File: src/rtl/int_controller_pkg.sv
// Shared types and defaults for the Z80 /INT controller.
package int_controller_pkg;

  localparam int         INT_LEN_DEF  = 32;
  localparam logic [7:0] CFG_PORT_DEF = 8'hE7;
  localparam logic [7:0] VEC_BASE_DEF = 8'hF8;

  typedef enum logic [1:0] {
    INT_SRC_FRAME = 2'd0,
    INT_SRC_LINE  = 2'd1,
    INT_SRC_EXT   = 2'd2
  } int_src_t;

  typedef enum logic [1:0] {
    IDLE,
    ASSERT,
    ACK,
    GAP
  } int_state_t;

  function automatic logic [2:0] src_onehot(int_src_t s);
    return 3'b001 << s;
  endfunction

  // IM2 vector: source index in bits [2:1], bit 0 forced high.
  function automatic logic [7:0] im2_vec(logic [7:0] base, int_src_t s);
    return base | {5'b00000, s, 1'b1};
  endfunction

endpackage

File: src/rtl/int_controller_prio.sv
// Fixed-priority encoder over active requests: FRAME > LINE > EXT.
module int_prio
  import int_controller_pkg::*;
(
  input  logic [2:0] act_i,
  output logic       vld_o,
  output int_src_t   src_o
);

  always_comb begin
    vld_o = |act_i;
    src_o = INT_SRC_FRAME;
    if (act_i[0]) begin
      src_o = INT_SRC_FRAME;
    end else if (act_i[1]) begin
      src_o = INT_SRC_LINE;
    end else if (act_i[2]) begin
      src_o = INT_SRC_EXT;
    end
  end

endmodule

File: src/rtl/int_controller.sv
// Prioritised maskable /INT generator with acknowledge detection, optional IM2 vector
// and a config/status I/O port.
module int_controller
  import int_controller_pkg::*;
#(
  parameter int         INT_LEN  = INT_LEN_DEF,
  parameter logic [7:0] CFG_PORT = CFG_PORT_DEF,
  parameter logic [7:0] VEC_BASE = VEC_BASE_DEF
) (
  input  logic       clkcpu,
  input  logic       rst_n,
  input  logic       req_frame,
  input  logic       req_line,
  input  logic       req_ext,
  input  logic       m1,
  input  logic       iorq,
  input  logic       rd,
  input  logic       wr,
  input  logic [7:0] a,
  input  logic [7:0] d_in,
  output logic [7:0] d_out,
  output logic       d_out_oe,
  output logic       n_int
);

  localparam logic [5:0] LAST_CNT = 6'(INT_LEN - 1);

  int_state_t state_q, state_d;
  int_src_t   src_q, src_d;
  logic [5:0] cnt_q, cnt_d;
  logic [2:0] pend_q, pend_d;
  logic [2:0] en_q, en_d;
  logic       vec_mode_q, vec_mode_d;
  logic       cfg_wr_q;
  logic       n_int_q, n_int_d;

  logic       ack_cyc, cfg_wr_hit, cfg_wr_stb, cfg_rd_hit, timeout;
  logic [2:0] pend_clr, w1c_clr, req_vec;
  logic       arb_vld;
  int_src_t   arb_src;
  logic       unused_d7;

  assign unused_d7  = d_in[7];
  assign ack_cyc    = m1 && iorq;
  assign cfg_wr_hit = iorq && wr && !m1 && (a == CFG_PORT);
  assign cfg_wr_stb = cfg_wr_hit && !cfg_wr_q;
  assign cfg_rd_hit = iorq && rd && !m1 && (a == CFG_PORT);
  assign timeout    = (cnt_q == LAST_CNT);
  assign req_vec    = {req_ext, req_line, req_frame};
  assign w1c_clr    = cfg_wr_stb ? d_in[6:4] : 3'b000;

  int_prio u_prio (
    .act_i (pend_q & en_q),
    .vld_o (arb_vld),
    .src_o (arb_src)
  );

  always_comb begin
    state_d  = state_q;
    src_d    = src_q;
    cnt_d    = 6'd0;
    pend_clr = 3'b000;
    case (state_q)
      IDLE: begin
        if (arb_vld) begin
          state_d = ASSERT;
          src_d   = arb_src;
        end
      end
      ASSERT: begin
        cnt_d = cnt_q + 6'd1;
        if (ack_cyc) begin
          state_d  = ACK;
          pend_clr = src_onehot(src_q);
        end else if (timeout) begin
          state_d = GAP;
          // A missed frame interrupt is lost; LINE/EXT retry after the gap.
          if (src_q == INT_SRC_FRAME) pend_clr = 3'b001;
        end
      end
      ACK: begin
        if (!ack_cyc) state_d = GAP;
      end
      GAP: begin
        state_d = IDLE;
      end
      default: begin
        state_d = IDLE;
      end
    endcase
  end

  // Requests override any same-cycle clear.
  always_comb begin
    pend_d     = (pend_q & ~pend_clr & ~w1c_clr) | req_vec;
    en_d       = cfg_wr_stb ? d_in[2:0] : en_q;
    vec_mode_d = cfg_wr_stb ? d_in[3]   : vec_mode_q;
    n_int_d    = (state_d != ASSERT);
  end

  always_ff @(posedge clkcpu or negedge rst_n) begin
    if (!rst_n) begin
      state_q    <= IDLE;
      src_q      <= INT_SRC_FRAME;
      cnt_q      <= 6'd0;
      pend_q     <= 3'b000;
      en_q       <= 3'b001;
      vec_mode_q <= 1'b0;
      cfg_wr_q   <= 1'b0;
      n_int_q    <= 1'b1;
    end else begin
      state_q    <= state_d;
      src_q      <= src_d;
      cnt_q      <= cnt_d;
      pend_q     <= pend_d;
      en_q       <= en_d;
      vec_mode_q <= vec_mode_d;
      cfg_wr_q   <= cfg_wr_hit;
      n_int_q    <= n_int_d;
    end
  end

  always_comb begin
    d_out    = 8'hFF;
    d_out_oe = 1'b0;
    if ((state_q == ACK) && ack_cyc && vec_mode_q) begin
      d_out_oe = 1'b1;
      d_out    = im2_vec(VEC_BASE, src_q);
    end else if (cfg_rd_hit) begin
      d_out_oe = 1'b1;
      d_out    = {1'b0, pend_q, vec_mode_q, en_q};
    end
  end

  assign n_int = n_int_q;

endmodule

File: config.mk
export PLATFORM = sky130hd
export DESIGN_NAME = int_controller
export DESIGN_NICKNAME = d
export VERILOG_FILES = /design/src/rtl/int_controller_pkg.sv /design/src/rtl/int_controller_prio.sv /design/src/rtl/int_controller.sv
export SDC_FILE = /design/constraint.sdc
export NUM_CORES = 1
export LEC_CHECK = 0
export CORE_MARGIN = 5
export CORE_UTILIZATION = 48
export CTS_CLUSTER_DIAMETER = 100
export CTS_CLUSTER_SIZE = 20
export DETAILED_ROUTE_END_ITERATION = 10
export GPL_TIMING_DRIVEN = 0
export PLACE_DENSITY = 0.95
export SYNTH_ARGS = -nofsm -noshare
export SYNTH_HDL_FRONTEND = slang
export SYNTH_SLANG_ARGS = --single-unit
File: constraint.sdc
create_clock -name clkcpu -period 5 [get_ports clkcpu]
set_clock_uncertainty 0.05 [all_clocks]
set_input_delay 1 -clock clkcpu [delete_from_list [all_inputs] [get_ports clkcpu]]
set_output_delay 1 -clock clkcpu [all_outputs]
set_load 0.02 [all_outputs]
==> impl_metrics.toml <==
[status]
status = "finished clean"

[synth]
synth_compound_area_frac = 0.115
synthArstFlopShare = 1.00
synth_top_area_cell = "dfrtp_1"
yosys_register_bits = 19
synth-simple-area-share = 0.293
syn_area_sq_um = 1030
synth_nets = 122
synthFlopType = "dfrtp_1"
synth_top_family_by_area = "simple AND/OR/NAND/NOR gates"
synth_common_cells = "dfrtp_1 (17), inv_1 (6), nand2_1 (6), nor2_1 (6)"
synth_xor_area_frac = 0.0254
syn_inst = 96
yosysTopAreaCellShare = 0.411
ys_seq_area_frac = 0.462
yosys-top-cells-area = "dfrtp_1 (41%), dfstp_2 (5.1%), nand4b_4 (4.6%)"
synth_adder_area_share = 0.0121
synthMuxAreaShare = 0.0532
yosysUniqueCellTypes = 40
synth-edff-count = 0
yosysMostFrequentCell = "dfrtp_1"
ys_warn_count = 0
avgSynthCellArea_sq_um = 10.8

[route]
wl_met3_microns = 132
wl_met2_microns = 1310
via_per_inst = 5.39
drt-met1-wl_microns = 980
routedWlPerCell_microns = 15.4
wirelength_microns = 2460
via_count = 863
antenna_left = 0
drc = 0
dr.pass1.iters = 4
top_layer_used = "met4"
first_iter_violations = 23

[cells_and_area]
final_layout_size_suffix_gt1_frac = 0.0827
area_growth_pct = 37.7
nNetsFinal = 160
multi_input_comb_area_sq_um = 515
diodes = 0
regArea_sq_um = 478
stdcell_count = 160
fillers = 148
stdcell_area_sq_um = 1430

[place]
place_inst = 156
dp_slack_ns = 0.898
dpl.hpwl_microns = 2010
port_buffers = 33
placedInstanceArea_sq_um = 1400
place_congestion = 0.796

[grt]
grt_pass1_wl_microns = 3960
grt_pass1_vias = 863
grt.total_usage = 0.159
grt-ovfl-total = 0
grt_max_degree = 20
antenna_found_initial = 0

[timing]
setup_ws_ns = 0.891
max_freq_mhz = 243
holdWs_ns = 0.449
setup_viol = 0
slew_headroom = 0.444
grt_setup_unrepaired = "false"
min_period_ns = 4.11
setup-tns-final_ns = 0
min_period_over_period = 0.822
maxSlewViolCount = 0
tightest_slew_ns = 0.831
final-hold-violation-count = 0

[setup_path]
r2r_setup_slack_ns = 3.52
crit_required_ns = 3.95
worstSetupStartpointType = "input port"
r2r_end = "pend_q[0]"
critPathSlowestCell = "clkdlybuf4s50_1"
path_class = "in -> out"
worstPathCellList = "clkdlybuf4s50_1 > nand4b_4 > or4_4 > buf_6 > o22a_1 > clkdlybuf4s50_1"
r2r-start = "state_q[0]"
crit_arrival_ns = 3.06
startpoint = "iorq"
path_common_cell = "clkdlybuf4s50_1"
cpLargestDelayFamily = "buffers and inverters"
reg2regPathDepth = 4
critPathMaxStageDelay_ns = 0.58
cp.buffers_inverters = 3
crit_fanout = 9
end_kind = "output port"

[clocking]
clk_pin_slew_ns = 0.11
cts_tree = "yes"
cts-resized-gates = 0
clock_sinks = 19
clockBufferDepth = 2
clk-insertion-delay-late_ns = 0.30
htree_levels = 1
root_buffer = "clkbuf_4"
cts_inserted_buffers = 3
cts_post_setup_buffers_inserted = 0
cts_hold_buf = 0

[power_and_ir_drop]
net-switching-power_uw = 116
p_leak_uw = 0.000619
seqPwrFrac = 0.519
p_per_area_nw_per_um2 = 260
peakVddDrop_v = 0.000227
p_clk_frac = 0.210
switching_share = 0.314
p_int_uw = 254
comb_power_share = 0.271

[floorplan]
std_cell_rows = 16
coreArea_sq_um = 2000
die_h_microns = 56.4
dieArea_sq_um = 3180
io_pins = 35
initial_core_util = 0.517
chipWidth_microns = 56.4

[run]
max_cap_violations = 0

[worst_hold_path]
min_to = "cnt_q[0]"
hold_depth = 1
min-delay-start = "cnt_q[0]"
hold_path.class = "reg -> reg"
## registers in the layout, indices dropped and copies added, names as in the netlist
signal / cells
cnt_q: 6
en_q: 3
pend_q: 3
src_q: 2
state_q: 2
cfg_wr_q: 1
n_int: 1
vec_mode_q: 1
## stage by stage
| stage | total power, uW | util |
|---|---|---|
| after detailed placement | 295 | 0.699 |
| after floorplan | 246 | - |
| after global placement | 285 | 0.699 |
| final | 370 | 0.712 |
| after CTS | 371 | 0.712 |
| after global routing | 397 | 0.712 |
## cell type report
type                       count  area share
sequential                    19       0.335
timing repair buffer          33       0.232
clock buffer                   4      0.0184
tap                           27      0.0237
buffer                         2      0.0105
multi-input combinational     68       0.362
inverter                       7      0.0184
## how the worst max path moves through the flow
stage                     slack (ns)  cells after the start        to
after floorplan                 1.84                      4  d_out[0]
after global placement          0.91                      6  d_out[4]
after detailed placement        0.90                      6  d_out[2]
after CTS                       0.89                      6  d_out[2]
after global routing            0.83                      6  d_out[2]
final                           0.89                      6  d_out[2]
## logic make-up after synthesis
kind of cell / count (synthesis)
AO/OA/AOI/OAI: 17
AND/OR/NAND/NOR: 42
adder cells (fa/ha/maj): 1
flip-flops: 19
buffers and inverters: 9
multiplexers: 5
XOR/XNOR: 3
## power groups by stage
stage / Combinational [uW] / Sequential [uW] / Clock [uW]
CTS: 101 / 192 / 79.2
detailed placement: 101 / 195 / 0
finish: 100 / 192 / 77.6
global placement: 92.4 / 193 / 0
global route: 113 / 196 / 88.4
floorplan: 52.6 / 194 / 0
## routing by layer
metal | global-route usage | vias to the layer above
li1 | - | 420
met1 | 0.188 | 406
met2 | 0.282 | 31
met3 | 0.0344 | 6
met4 | 0.0508 | 0
met5 | 0 | -
## cell usage in the layout, fill, tap and decap left out, drive strengths merged, types with 2 or more instances in the layout
| cell | instances |
|---|---|
| a211oi | 2 |
| a21oi | 2 |
| a2bb2oi | 2 |
| a31oi | 2 |
| and2 | 2 |
| clkbuf | 5 |
| clkdlybuf4s50 | 33 |
| dfrtp | 17 |
| dfstp | 2 |
| inv | 6 |
| mux2 | 4 |
| nand2 | 6 |
| nand2b | 5 |
| nand3 | 2 |
| nand4b | 2 |
| nor2 | 6 |
| nor2b | 4 |
| nor3 | 2 |
| nor4 | 3 |
| o21ai | 3 |
| o22a | 2 |
| or2 | 3 |
| xnor2 | 2 |
Power figures use the tool's default switching activity.
